**src/rtl/alu_muldiv_seq.sv**
```systemverilog
`default_nettype none
// ============================================================================
//  Module   : alu_muldiv_seq
//  Purpose  : Multi-cycle unsigned multiply / divide unit with a
//             start/busy/done handshake. One radix-2 step per clock.
//             MUL : R = A[H-1:0] * B           (exact in WIDTH bits)
//             DIV : R = {A % B, A / B}         (H-bit remainder/quotient)
//             DIV by zero or quotient overflow resolves in one cycle.
//  Ports    : clk      - system clock, rising edge
//             reset_n  - asynchronous active-low reset
//             start    - request, sampled only while idle
//             op       - 0 = MUL, 1 = DIV
//             A        - WIDTH-bit multiplicand (low half) / dividend
//             B        - H-bit multiplier / divisor
//             busy     - iteration in progress
//             done     - one-cycle pulse, R/flags updated this cycle
//             R        - WIDTH-bit result
//             flags    - {S,V,C,Z}
//  Revision : 1.0 - initial release
// ============================================================================
module alu_muldiv_seq #(
  parameter int WIDTH = 16
) (
  input  logic               clk,
  input  logic               reset_n,
  input  logic               start,
  input  logic               op,
  input  logic [WIDTH-1:0]   A,
  input  logic [WIDTH/2-1:0] B,
  output logic               busy,
  output logic               done,
  output logic [WIDTH-1:0]   R,
  output logic [3:0]         flags
);

  localparam int H  = WIDTH / 2;
  localparam int CW = $clog2(H + 1);

  localparam logic [0:0] ST_IDLE = 1'b0;
  localparam logic [0:0] ST_CALC = 1'b1;

  logic [0:0]       state;
  logic [0:0]       state_nxt;
  logic [CW-1:0]    cnt;
  logic             op_q;
  logic [WIDTH-1:0] acc;     // MUL: partial product; DIV: {remainder, quotient/dividend}
  logic [WIDTH-1:0] mcand;   // MUL: multiplicand, shifted left each step
  logic [H-1:0]     opb;     // MUL: multiplier, shifted right; DIV: divisor, static

  logic             accept;
  logic             div_zero;
  logic             div_ovf;
  logic             early;

  logic [WIDTH-1:0] mul_acc_nxt;
  logic [H:0]       div_trial;
  logic [H:0]       div_sub;
  logic             div_ge;
  logic [H-1:0]     div_rem_nxt;
  logic [WIDTH-1:0] div_acc_nxt;
  logic [WIDTH-1:0] acc_nxt;
  logic [3:0]       flags_nxt;

  assign accept   = (state == ST_IDLE) && start;
  assign div_zero = (B == '0);
  // Quotient fits in H bits only when the dividend's upper half is below the divisor.
  assign div_ovf  = (A[WIDTH-1:H] >= B);
  assign early    = op && (div_zero || div_ovf);

  // --------------------------------------------------------------------------
  // One iteration step for both operations
  // --------------------------------------------------------------------------
  always_comb begin
    mul_acc_nxt = acc + (opb[0] ? mcand : '0);
    // Restoring division: shift the next dividend bit into the partial remainder.
    // The remainder is always below the divisor, so the trial fits in H+1 bits
    // and the restored/subtracted remainder fits back in H bits.
    div_trial   = {acc[WIDTH-1:H], acc[H-1]};
    div_sub     = div_trial - {1'b0, opb};
    div_ge      = (div_trial >= {1'b0, opb});
    div_rem_nxt = div_ge ? div_sub[H-1:0] : div_trial[H-1:0];
    div_acc_nxt = {div_rem_nxt, acc[H-2:0], div_ge};
    acc_nxt     = op_q ? div_acc_nxt : mul_acc_nxt;
    if (op_q) begin
      flags_nxt = {acc_nxt[H-1], 2'b00, (acc_nxt[H-1:0] == '0)};
    end else begin
      flags_nxt = {acc_nxt[WIDTH-1], 2'b00, (acc_nxt == '0)};
    end
  end

  // --------------------------------------------------------------------------
  // FSM: state register
  // --------------------------------------------------------------------------
  always_ff @(posedge clk or negedge reset_n) begin
    if (!reset_n) begin
      state <= ST_IDLE;
    end else begin
      state <= state_nxt;
    end
  end

  // --------------------------------------------------------------------------
  // FSM: next-state logic
  // --------------------------------------------------------------------------
  always_comb begin
    state_nxt = state;
    case (state)
      ST_IDLE: if (accept && !early) state_nxt = ST_CALC;
      ST_CALC: if (cnt == CW'(1))    state_nxt = ST_IDLE;
      default:                       state_nxt = ST_IDLE;
    endcase
  end

  // --------------------------------------------------------------------------
  // FSM: outputs
  // --------------------------------------------------------------------------
  always_comb begin
    busy = (state == ST_CALC);
  end

  // --------------------------------------------------------------------------
  // Datapath and result registers
  // --------------------------------------------------------------------------
  always_ff @(posedge clk or negedge reset_n) begin
    if (!reset_n) begin
      cnt   <= '0;
      op_q  <= 1'b0;
      acc   <= '0;
      mcand <= '0;
      opb   <= '0;
      done  <= 1'b0;
      R     <= '0;
      flags <= 4'b0000;
    end else begin
      done <= 1'b0;
      if (accept) begin
        if (early) begin
          // Divide-by-zero reports S=1; overflow mirrors the dividend sign bit.
          R     <= A;
          flags <= {(div_zero ? 1'b1 : A[WIDTH-1]), 1'b1, 1'b0, 1'b0};
          done  <= 1'b1;
        end else begin
          op_q  <= op;
          acc   <= op ? A : '0;
          mcand <= {{H{1'b0}}, A[H-1:0]};
          opb   <= B;
          cnt   <= CW'(H);
        end
      end else if (state == ST_CALC) begin
        acc   <= acc_nxt;
        mcand <= mcand << 1;
        opb   <= op_q ? opb : (opb >> 1);
        cnt   <= cnt - CW'(1);
        if (cnt == CW'(1)) begin
          R     <= acc_nxt;
          flags <= flags_nxt;
          done  <= 1'b1;
        end
      end
    end
  end

endmodule
`default_nettype wire

```
**config.mk**
```make
export PLATFORM = sky130hd
export DESIGN_NAME = alu_muldiv_seq
export DESIGN_NICKNAME = d
export VERILOG_FILES = /design/src/rtl/alu_muldiv_seq.sv
export SDC_FILE = /design/constraint.sdc
export NUM_CORES = 1
export LEC_CHECK = 0
export ABC_AREA = 1
export CORE_MARGIN = 10
export CORE_UTILIZATION = 29
export CTS_CLUSTER_DIAMETER = 60
export DETAILED_ROUTE_END_ITERATION = 12
export GPL_TIMING_DRIVEN = 1
export PLACE_DENSITY = 0.44
export SYNTH_ARGS = -nofsm -noshare
export SYNTH_HDL_FRONTEND = slang
export SYNTH_SLANG_ARGS = --single-unit
export TNS_END_PERCENT = 30
```
**constraint.sdc**
```tcl
create_clock -name clk -period 4.7 [get_ports clk]
set_input_delay 0.705 -clock clk [delete_from_list [all_inputs] [get_ports clk]]
set_output_delay 0.705 -clock clk [all_outputs]
set_load 0.01 [all_outputs]
```
# Yosys cells after proc, flatten, opt, wreduce, memory -nomap -nowiden
# Index checks and enable logic that the tools add are counted.
# totals
ff_bits,67
output_inout_bits,22
elab_cells,68
# op_classes
n_addsub,3
magnitude_cmp,2
n_eq_ne,4
mux,34
bitwise,2
reduce_logical,14
# op_table
operator,n
2-to-1 mux 16 bit,13
2-to-1 mux 8 bit,5
2-to-1 mux 4 bit,8
adder 16 bit,1
zero test 16 bit,1
zero test 8 bit,2
greater-or-equal comparator 9 x 8 -> 1 bit,1
greater-or-equal comparator 8 bit,1
subtractor 8 bit,1
2-to-1 mux 1 bit,7
AND reduction 3 bit,2
"== test 4 x 1 -> 1 bit, second input constant",1
"!= test 2 x 1 -> 1 bit, second input constant",2
AND reduction 2 bit,2
nonzero test 2 bit,2
"subtractor 4 x 1 -> 4 bit, second input constant",1
logical AND 1 bit,3
"!= test 2 bit, second input constant",1
inverter 1 bit,2
case mux 1 bit (2 select lines),1
zero test 1 bit,1
logical OR 1 bit,1

# Logic depth before layout (Yosys ltp)
# Gate-level depths: netlist of run 1.
# depth
depth_word,8
mapped_depth,21
ltp_nobuf,19

# Worst setup path before layout of run 1
# No wires, ideal clock.
# synth_timing
path_type,register -> register
start,register opb[0]
end,register acc[8]
setup_time_ns,0.130
arrival_time_ns,2.114
t_required_ns,4.570
path_slack_ns,2.456
path_stages_with_launch,16
path_buffers,1
period_less_slack_ns,2.244
path_cell_list,dfrtp_1 buf_2 nand2_1 inv_1 ha_1 fa_1 nand3_1 nand3_1 nand2_1 nand3b_1 nand3_1 nand2_1 nor2_2 nor2_2 a21oi_1 o22ai_1
# synth_between
elab_chain_cells,5
word_cells_on_any_way,8
classes_between,add/sub (2); order compare (1); mux (5)
# synth_lines
item,line,source
start: declaration,48,logic [H-1:0] opb;
start signal: assignment,152,opb <= op_q ? opb : (opb >> 1);
2-to-1 mux 16 bit (tied with other cells),74,mul_acc_nxt = acc + (opb[0] ? mcand : '0);
adder 16 bit / 2-to-1 mux 8 bit (equally long branches),"74, 81",
2-to-1 mux 16 bit *,83,acc_nxt = op_q ? div_acc_nxt : mul_acc_nxt;
2-to-1 mux 16 bit *,149,end else if (state == ST_CALC) begin
2-to-1 mux 16 bit *,136,if (accept) begin
end signal: assignment,144,acc <= op ? A : '0;
end signal: assignment,150,acc <= acc_nxt;
end: declaration,46,logic [WIDTH-1:0] acc;
# Mark *: on every way between the ends. The rest lies on a longest branch, timed or not. The select of a mux whose other input is x is not followed.
# A chain may end at the register's enable or synchronous reset.

# Final worst setup path of run 1
# layout_timing
start,input port B[5]
end,register mcand[15]
# layout_between
elab_chain_cells,5
word_cells_on_any_way,6
classes_between,order compare (1); eq/ne (1); reduce/logical (4)
# layout_lines
item,line,source
start: declaration,29,"input logic [WIDTH/2-1:0] B,"
greater-or-equal comparator 8 bit / zero test 8 bit (equally long branches),"67, 65",
logical OR 1 bit *,68,assign early = op && (div_zero || div_ovf);
logical AND 1 bit *,68,
!= test 2 bit (no source line) *,--,
AND reduction 2 bit (no source line) *,--,
end signal: assignment,145,"mcand <= {{H{1'b0}}, A[H-1:0]};"
end signal: assignment,151,mcand <= mcand << 1;
end: declaration,47,logic [WIDTH-1:0] mcand;
# Mark *: on every way between the ends. The rest lies on a longest branch, timed or not.

==> flow_metrics.py, run 1 <==
metrics = {
    "critical_path": {
        "path_class": "input port to register",
        "worst_ep_required_time_ns": 4.90,
        "critPathSlowestCell": "clkdlybuf4s50_1",
        "cp_cell_sequence": "clkdlybuf4s50_1, inv_1, ha_1, a21oi_1, nor2_1, a211oi_1, nand4_1, nand2_1, nand2_2, nand2_4, inv_1, nand2_1, o21ai_0",
        "startpoint_type": "input port",
        "max_stage_delay_ns": 0.48,
        "arrival_ns": 3.12,
        "end_kind": "register",
        "crit_fanout": 55,
    },
    "placed_design": {
        "placed_area_um2": 5650,
        "placed_cells": 986,
        "dp.final_hpwl_mm": 12.8,
        "numPortBuffers": 48,
        "place_ws_ns": 1.41,
        "place_congestion": 0.880,
    },
    "clock_tree": {
        "root_buffer": "clkbuf_16",
        "clock_path_buffers": 2,
        "cts_buffers": 9,
        "post_cts_buffers": 0,
        "cts_sinks": 66,
        "path_clk_slew_ns": 0.05,
        "ctsHoldBuffers": 0,
        "cts-resized-gates": 0,
        "cts_tree": "built",
        "htreeDepth": 3,
        "clk_latency_ns": 0.33,
    },
    "yosys": {
        "synth_top_cell_area_share_pct": 33.2,
        "synth_top_area_cell": "dfrtp_1",
        "ys_ff_latch": 66,
        "synthTopCellsByArea": "dfrtp_1 (33%), nand2_1 (17%), inv_1 (8.6%)",
        "syn_nets": 798,
        "yosysWarnings": 0,
        "syn_avg_cell_area_um2": 6.76,
        "synth_area_um2": 4970,
        "netlist_instances": 735,
        "ys_types": 42,
        "ys_seq_area_share_pct": 33.2,
    },
    "run_status": {
        "outcome": "finished, final reports clean",
    },
    "routing": {
        "drc": 0,
        "dr.first_iter.drc_count": 301,
        "wire_per_inst_um": 16.1,
        "avgViaCountPerCell": 4.82,
        "wl_mm": 16.1,
        "ant_nets": 0,
        "top_layer_used": "met4",
        "first_pass_iters": 4,
        "vias": 4831,
        "met1_length_mm": 8.33,
        "met2WireLength_mm": 6.83,
        "wl_met3_um": 730,
    },
    "floorplan": {
        "die_area_um2": 22800,
        "coreArea_um2": 16700,
        "start_util_pct": 29.8,
        "fp.dieW_um": 151,
        "io_pins": 50,
        "fp.dieH_um": 151,
        "num_rows": 47,
    },
    "layout": {
        "multi_input_area_um2": 2760,
        "design_area_um2": 5950,
        "regArea_um2": 1650,
        "n_antenna_cell": 0,
        "nFillCells": 1840,
        "post-route-util_pct": 35.6,
        "drive_above_1_share_pct": 5.63,
        "layoutNonFillerInstCount": 1002,
        "area_growth_pct": 19.7,
        "finalNetCount": 840,
    },
    "global_route": {
        "grt_pass1_wl_mm": 26.1,
        "grt_pass1_vias": 4879,
        "grt_max_degree": 56,
        "gr-usage-all-layers_pct": 14.6,
        "antenna_found_initial": 0,
        "grt_overflow_total": 0,
    },
    "sta": {
        "setup_tns_ns": 0,
        "slew_violations": 0,
        "fin_skew_ns": 0.00752,
        "max_freq_mhz": 342,
        "fin_crit_ns": 2.92,
        "hold_viol": 0,
        "finalWorstSetupSlack_ns": 1.78,
        "setup_viol": 0,
        "worstMarginPinSlew_ns": 0.679,
        "grt_setup_unrepaired": "false",
        "hold_ws_ns": 0.410,
        "period_share_pct": 62.2,
        "slew_headroom_pct": 54.7,
    },
    "power": {
        "comb_power_share_pct": 61.2,
        "seqPwrFrac_pct": 23.6,
        "switching_share_pct": 49.5,
        "ir_drop_uv": 291,
        "p_clk_share_pct": 15.1,
        "leakagePower_nw": 3.05,
        "internal_power_mw": 2.25,
        "powerDensity_nw_per_um2": 750,
        "switching_power_mw": 2.21,
        "total_power_mw": 4.46,
    },
    "run": {
        "maxCapViolations": 0,
    },
    "hold_path": {
        "hold_class": "input port to asynchronous set/reset pin",
    },
}
-- registers in the layout, summed over array words and instances (netlist names) --
| register | flops |
|---|---|
| cnt | 4 |
| acc | 16 |
| busy | 1 |
| done | 1 |
| op_q | 1 |
| opb | 8 |
| flags | 3 |
| R | 16 |
| mcand | 16 |
-- final cells by class --
type | instances | share of cell area (%)
clock buffers | 14 | 4.44
clock inverters | 2 | 0.589
inverters | 117 | 7.38
multi-input cells | 528 | 46.3
flip-flops and latches | 66 | 27.8
well taps | 220 | 4.63
repair buffers | 55 | 8.87
-- cell usage after synthesis, drive strengths merged --
master	count
a211oi	1
a21oi	18
a2bb2oi	1
a31oi	22
and2	2
buf	15
clkbuf	9
conb	1
dfrtp	66
fa	2
ha	33
inv	117
nand2	227
nand3	51
nand3b	2
nand4	11
nor2	66
nor2b	1
nor3	4
nor3b	1
nor4	2
o211ai	7
o21a	1
o21ai	55
o22ai	10
or2	4
xnor2	3
xor2	3
-- cell usage in the layout (no fill, tap or decap), types with 2 or more instances in the layout --
master,instances
nand2_1,222
inv_1,114
dfrtp_1,66
nor2_1,61
o21ai_0,51
clkdlybuf4s50_1,47
nand3_1,45
ha_1,33
a31oi_1,22
a21oi_1,18
nand4_1,11
o22ai_1,10
clkbuf_16,9
o211ai_1,7
buf_4,7
nand3_2,6
nor2_2,4
inv_2,3
nand2_4,3
xor2_1,3
xnor2_1,3
nor3_1,3
o21ai_1,3
clkbuf_1,3
nor4_1,2
nand2_2,2
nand3b_1,2
or2_1,2
or2_2,2
fa_1,2
clkbuf_8,2
-- routing by layer --
layer  track usage, %  vias up
li1                 -     2446
met1             21.1     2253
met2             21.5      114
met3             2.66       18
met4             4.67        0
met5                0        -
-- kinds of logic (layout without fill, tap and decap cells) --
logic type | count (synthesis) | in the layout | synth area share [%]
buffers and inverters | 141 | 188 | 11.3
and+or+nand+nor | 371 | 371 | 32.3
AOI/OAI and AO/OA | 115 | 115 | 13.0
other | 1 | 1 | 0.0755
adders and majority gates | 35 | 35 | 9.11
xor gates and xnor gates | 6 | 6 | 1.06
DFF | 66 | 66 | 33.2
-- worst max-delay path, delay by kind of cell --
family,cells,cell delay (ns)
compound gates,3,0.41
simple gates,6,1.02
buf+inv,3,0.69
fa+ha+maj,1,0.29
-- power groups by stage --
stage	Combinational (mW)	Clock, mW	Sequential, mW
6_report	2.73	0.674	1.05
5_1_grt	3.11	0.719	1.09
4_1_cts	2.75	0.694	1.06
3_5_place_dp	2.72	0	1.06
3_3_place_gp	2.71	0	1.07
2_1_floorplan	1.87	0	1.02
-- final timing paths --
path | from | end | slack [ns] | cells past startpoint
max in group asynchronous | reset_n | opb[5] | 3.32 | 2
hold reg to reg | R[1] | R[1] | 0.48 | 2
hold / removal | reset_n | done | 0.41 | 1
min in group clk | R[1] | R[1] | 0.48 | 2
setup reg to reg | opb[0] | acc[8] | 1.94 | 14
setup / recovery | B[5] | mcand[15] | 1.78 | 13
Power figures use the tool's default switching activity.
==> run 2, diff against run 1 <==
clock period = 2.9 ns   (was 4.7 ns; I/O delays follow)
==> flow_metrics.py, run 2 (same netlist as run 1, synthesis figures left out) <==
metrics = {
    "critical_path": {
        "crit_family": "simple AND/OR/NAND/NOR gates",
        "crit_fanout": 5,
        "worst_ep_required_time_ns": 3.13,
        "path_class": "register to register",
        "reg2reg_to": "flags[0]",
        "cp_cell_sequence": "buf_4, nand2_1, inv_1, ha_1, nand2_1, nor2_1, nand2_1, nand3_1, nand2_1, nand3_1, nand2_1, nor2_1, nor2_1, nand2_1, nor2_1, nand2_1, nand2_1, nand2_1, nand2_1",
        "critPathSlowestCell": "dfrtp_1",
        "arrival_ns": 2.87,
        "rrSetupSlack_ns": 0.26,
        "cpMostUsedCell": "nand2_1",
        "reg2reg_depth": 19,
        "startpoint_type": "register",
        "max_stage_delay_ns": 0.45,
        "r2r_start": "opb[0]",
        "path_buf_inv": 2,
        "end_kind": "register",
    },
    "layout": {
        "drive_above_1_share_pct": 7.44,
        "n_antenna_cell": 0,
        "final_common_cell": "nand2_1",
        "finalNetCount": 851,
        "post-route-util_pct": 36.1,
        "top_regs": "R (16), acc (16), mcand (16)",
        "layout_common_cells": "nand2_1 (222), inv_1 (114), dfrtp_1 (66)",
        "area_growth_pct": 21.3,
    },
    "placed_design": {
        "numPortBuffers": 48,
        "place_congestion": 0.886,
        "dp.final_hpwl_mm": 12.5,
    },
    "floorplan": {
        "start_util_pct": 29.8,
        "num_rows": 47,
        "coreArea_um2": 16700,
        "io_pins": 50,
        "die_area_um2": 22800,
        "fp.dieW_um": 151,
        "fp.dieH_um": 151,
    },
    "power": {
        "leakagePower_nw": 3.09,
        "ir_drop_uv": 353,
        "powerDensity_nw_per_um2": 1210,
        "total_power_mw": 7.28,
    },
    "sta": {
        "fin_crit_ns": 2.64,
        "slew_headroom_pct": 39.6,
        "hold_ws_ns": 0.296,
        "setup_viol": 0,
        "worstMarginPinSlew_ns": 0.906,
        "setup_tns_ns": 0,
        "slew_violations": 0,
        "grt_setup_unrepaired": "false",
        "max_freq_mhz": 379,
        "fin_skew_ns": 0.00655,
        "period_share_pct": 91.0,
        "hold_viol": 0,
    },
    "clock_tree": {
        "ctsHoldBuffers": 0,
        "root_buffer": "clkbuf_16",
        "htreeDepth": 3,
        "path_clk_slew_ns": 0.06,
        "cts_buffers": 9,
        "cts-resized-gates": 0,
        "clk_latency_ns": 0.33,
        "post_cts_buffers": 0,
        "cts_sinks": 66,
        "cts_tree": "built",
        "clock_path_buffers": 2,
    },
    "routing": {
        "ant_nets": 0,
        "avgViaCountPerCell": 4.74,
        "dr.first_iter.drc_count": 285,
        "wire_per_inst_um": 15.5,
        "vias": 4797,
        "wl_mm": 15.7,
        "drc": 0,
        "first_pass_iters": 5,
    },
    "run_status": {
        "outcome": "finished, final reports clean",
    },
    "global_route": {
        "grt_pass1_vias": 4841,
        "grt_pass1_wl_mm": 25.8,
        "grt_max_degree": 67,
        "grtUsageMet2_pct": 21.0,
        "antenna_found_initial": 0,
        "gr-usage-all-layers_pct": 14.3,
        "grt_overflow_total": 0,
        "grtUsageMet3_pct": 3.22,
        "top_usage_layer": "met2",
        "grt_use_met1_pct": 20.6,
    },
    "run": {
        "maxCapViolations": 0,
    },
    "hold_path": {
        "hold_class": "input port to asynchronous set/reset pin",
    },
}
==> run 2: worst max path at each step <==
| stage | start | endpoint | slack (ns) | cells after the start |
|---|---|---|---|---|
| finish | opb[0] | flags[0] | 0.26 | 19 |
| floorplan | opb[0] | acc[8] | 0.66 | 15 |
| CTS | opb[0] | acc[15] | 0.23 | 15 |
| global placement | B[5] | acc[6] | 0.17 | 13 |
| detailed placement | B[5] | acc[6] | 0.16 | 13 |
| global route | opb[0] | flags[0] | 0.02 | 18 |
==> run 2: through the flow <==
stage | area [um2] | std cells | setup slack (ns)
3_5_place_dp | 5750 | 997 | 0.158
2_1_floorplan | 4970 | 735 | 0.656
5_1_grt | 6030 | 1013 | 0.0225
6_report | 6030 | 1013 | 0.261
4_1_cts | 6030 | 1013 | 0.229
3_3_place_gp | 5750 | 997 | 0.170
==> run 2: cell type report <==
type / count / area, um2
Clock buffer: 10 / 239
Clock inverter: 6 / 41.3
Fill cell: 1841 / 10700
Inverter: 117 / 439
Multi-Input combinational cell: 528 / 2760
Sequential cell: 66 / 1650
Tap cell: 220 / 275
Timing Repair Buffer: 66 / 623
==> run 2: worst reg2reg max path: cells and delay by family, from the launching register on <==
| family | cells | cell delay [ns] |
|---|---|---|
| buffers and inverters | 2 | 0.24 |
| DFF | 1 | 0.45 |
| adders and majority gates | 1 | 0.36 |
| and+or+nand+nor | 16 | 1.51 |
==> run 2: layer usage <==
layer  part of all wire [%]  vias up
li1                       -     2469
met1                     51     2233
met2                     43       86
met3                    5.1        9
met4                    1.0        0
met5                      0        -
==> run 2: power breakdown <==
| part | total, mW | leakage (nW) | internal (mW) | switching (mW) |
|---|---|---|---|---|
| clock network | 1.02 | 0.131 | 0.601 | 0.421 |
| logic | 4.53 | 2.14 | 1.73 | 2.80 |
| registers | 1.73 | 0.817 | 1.35 | 0.379 |
| total | 7.28 | 3.09 | 3.68 | 3.60 |
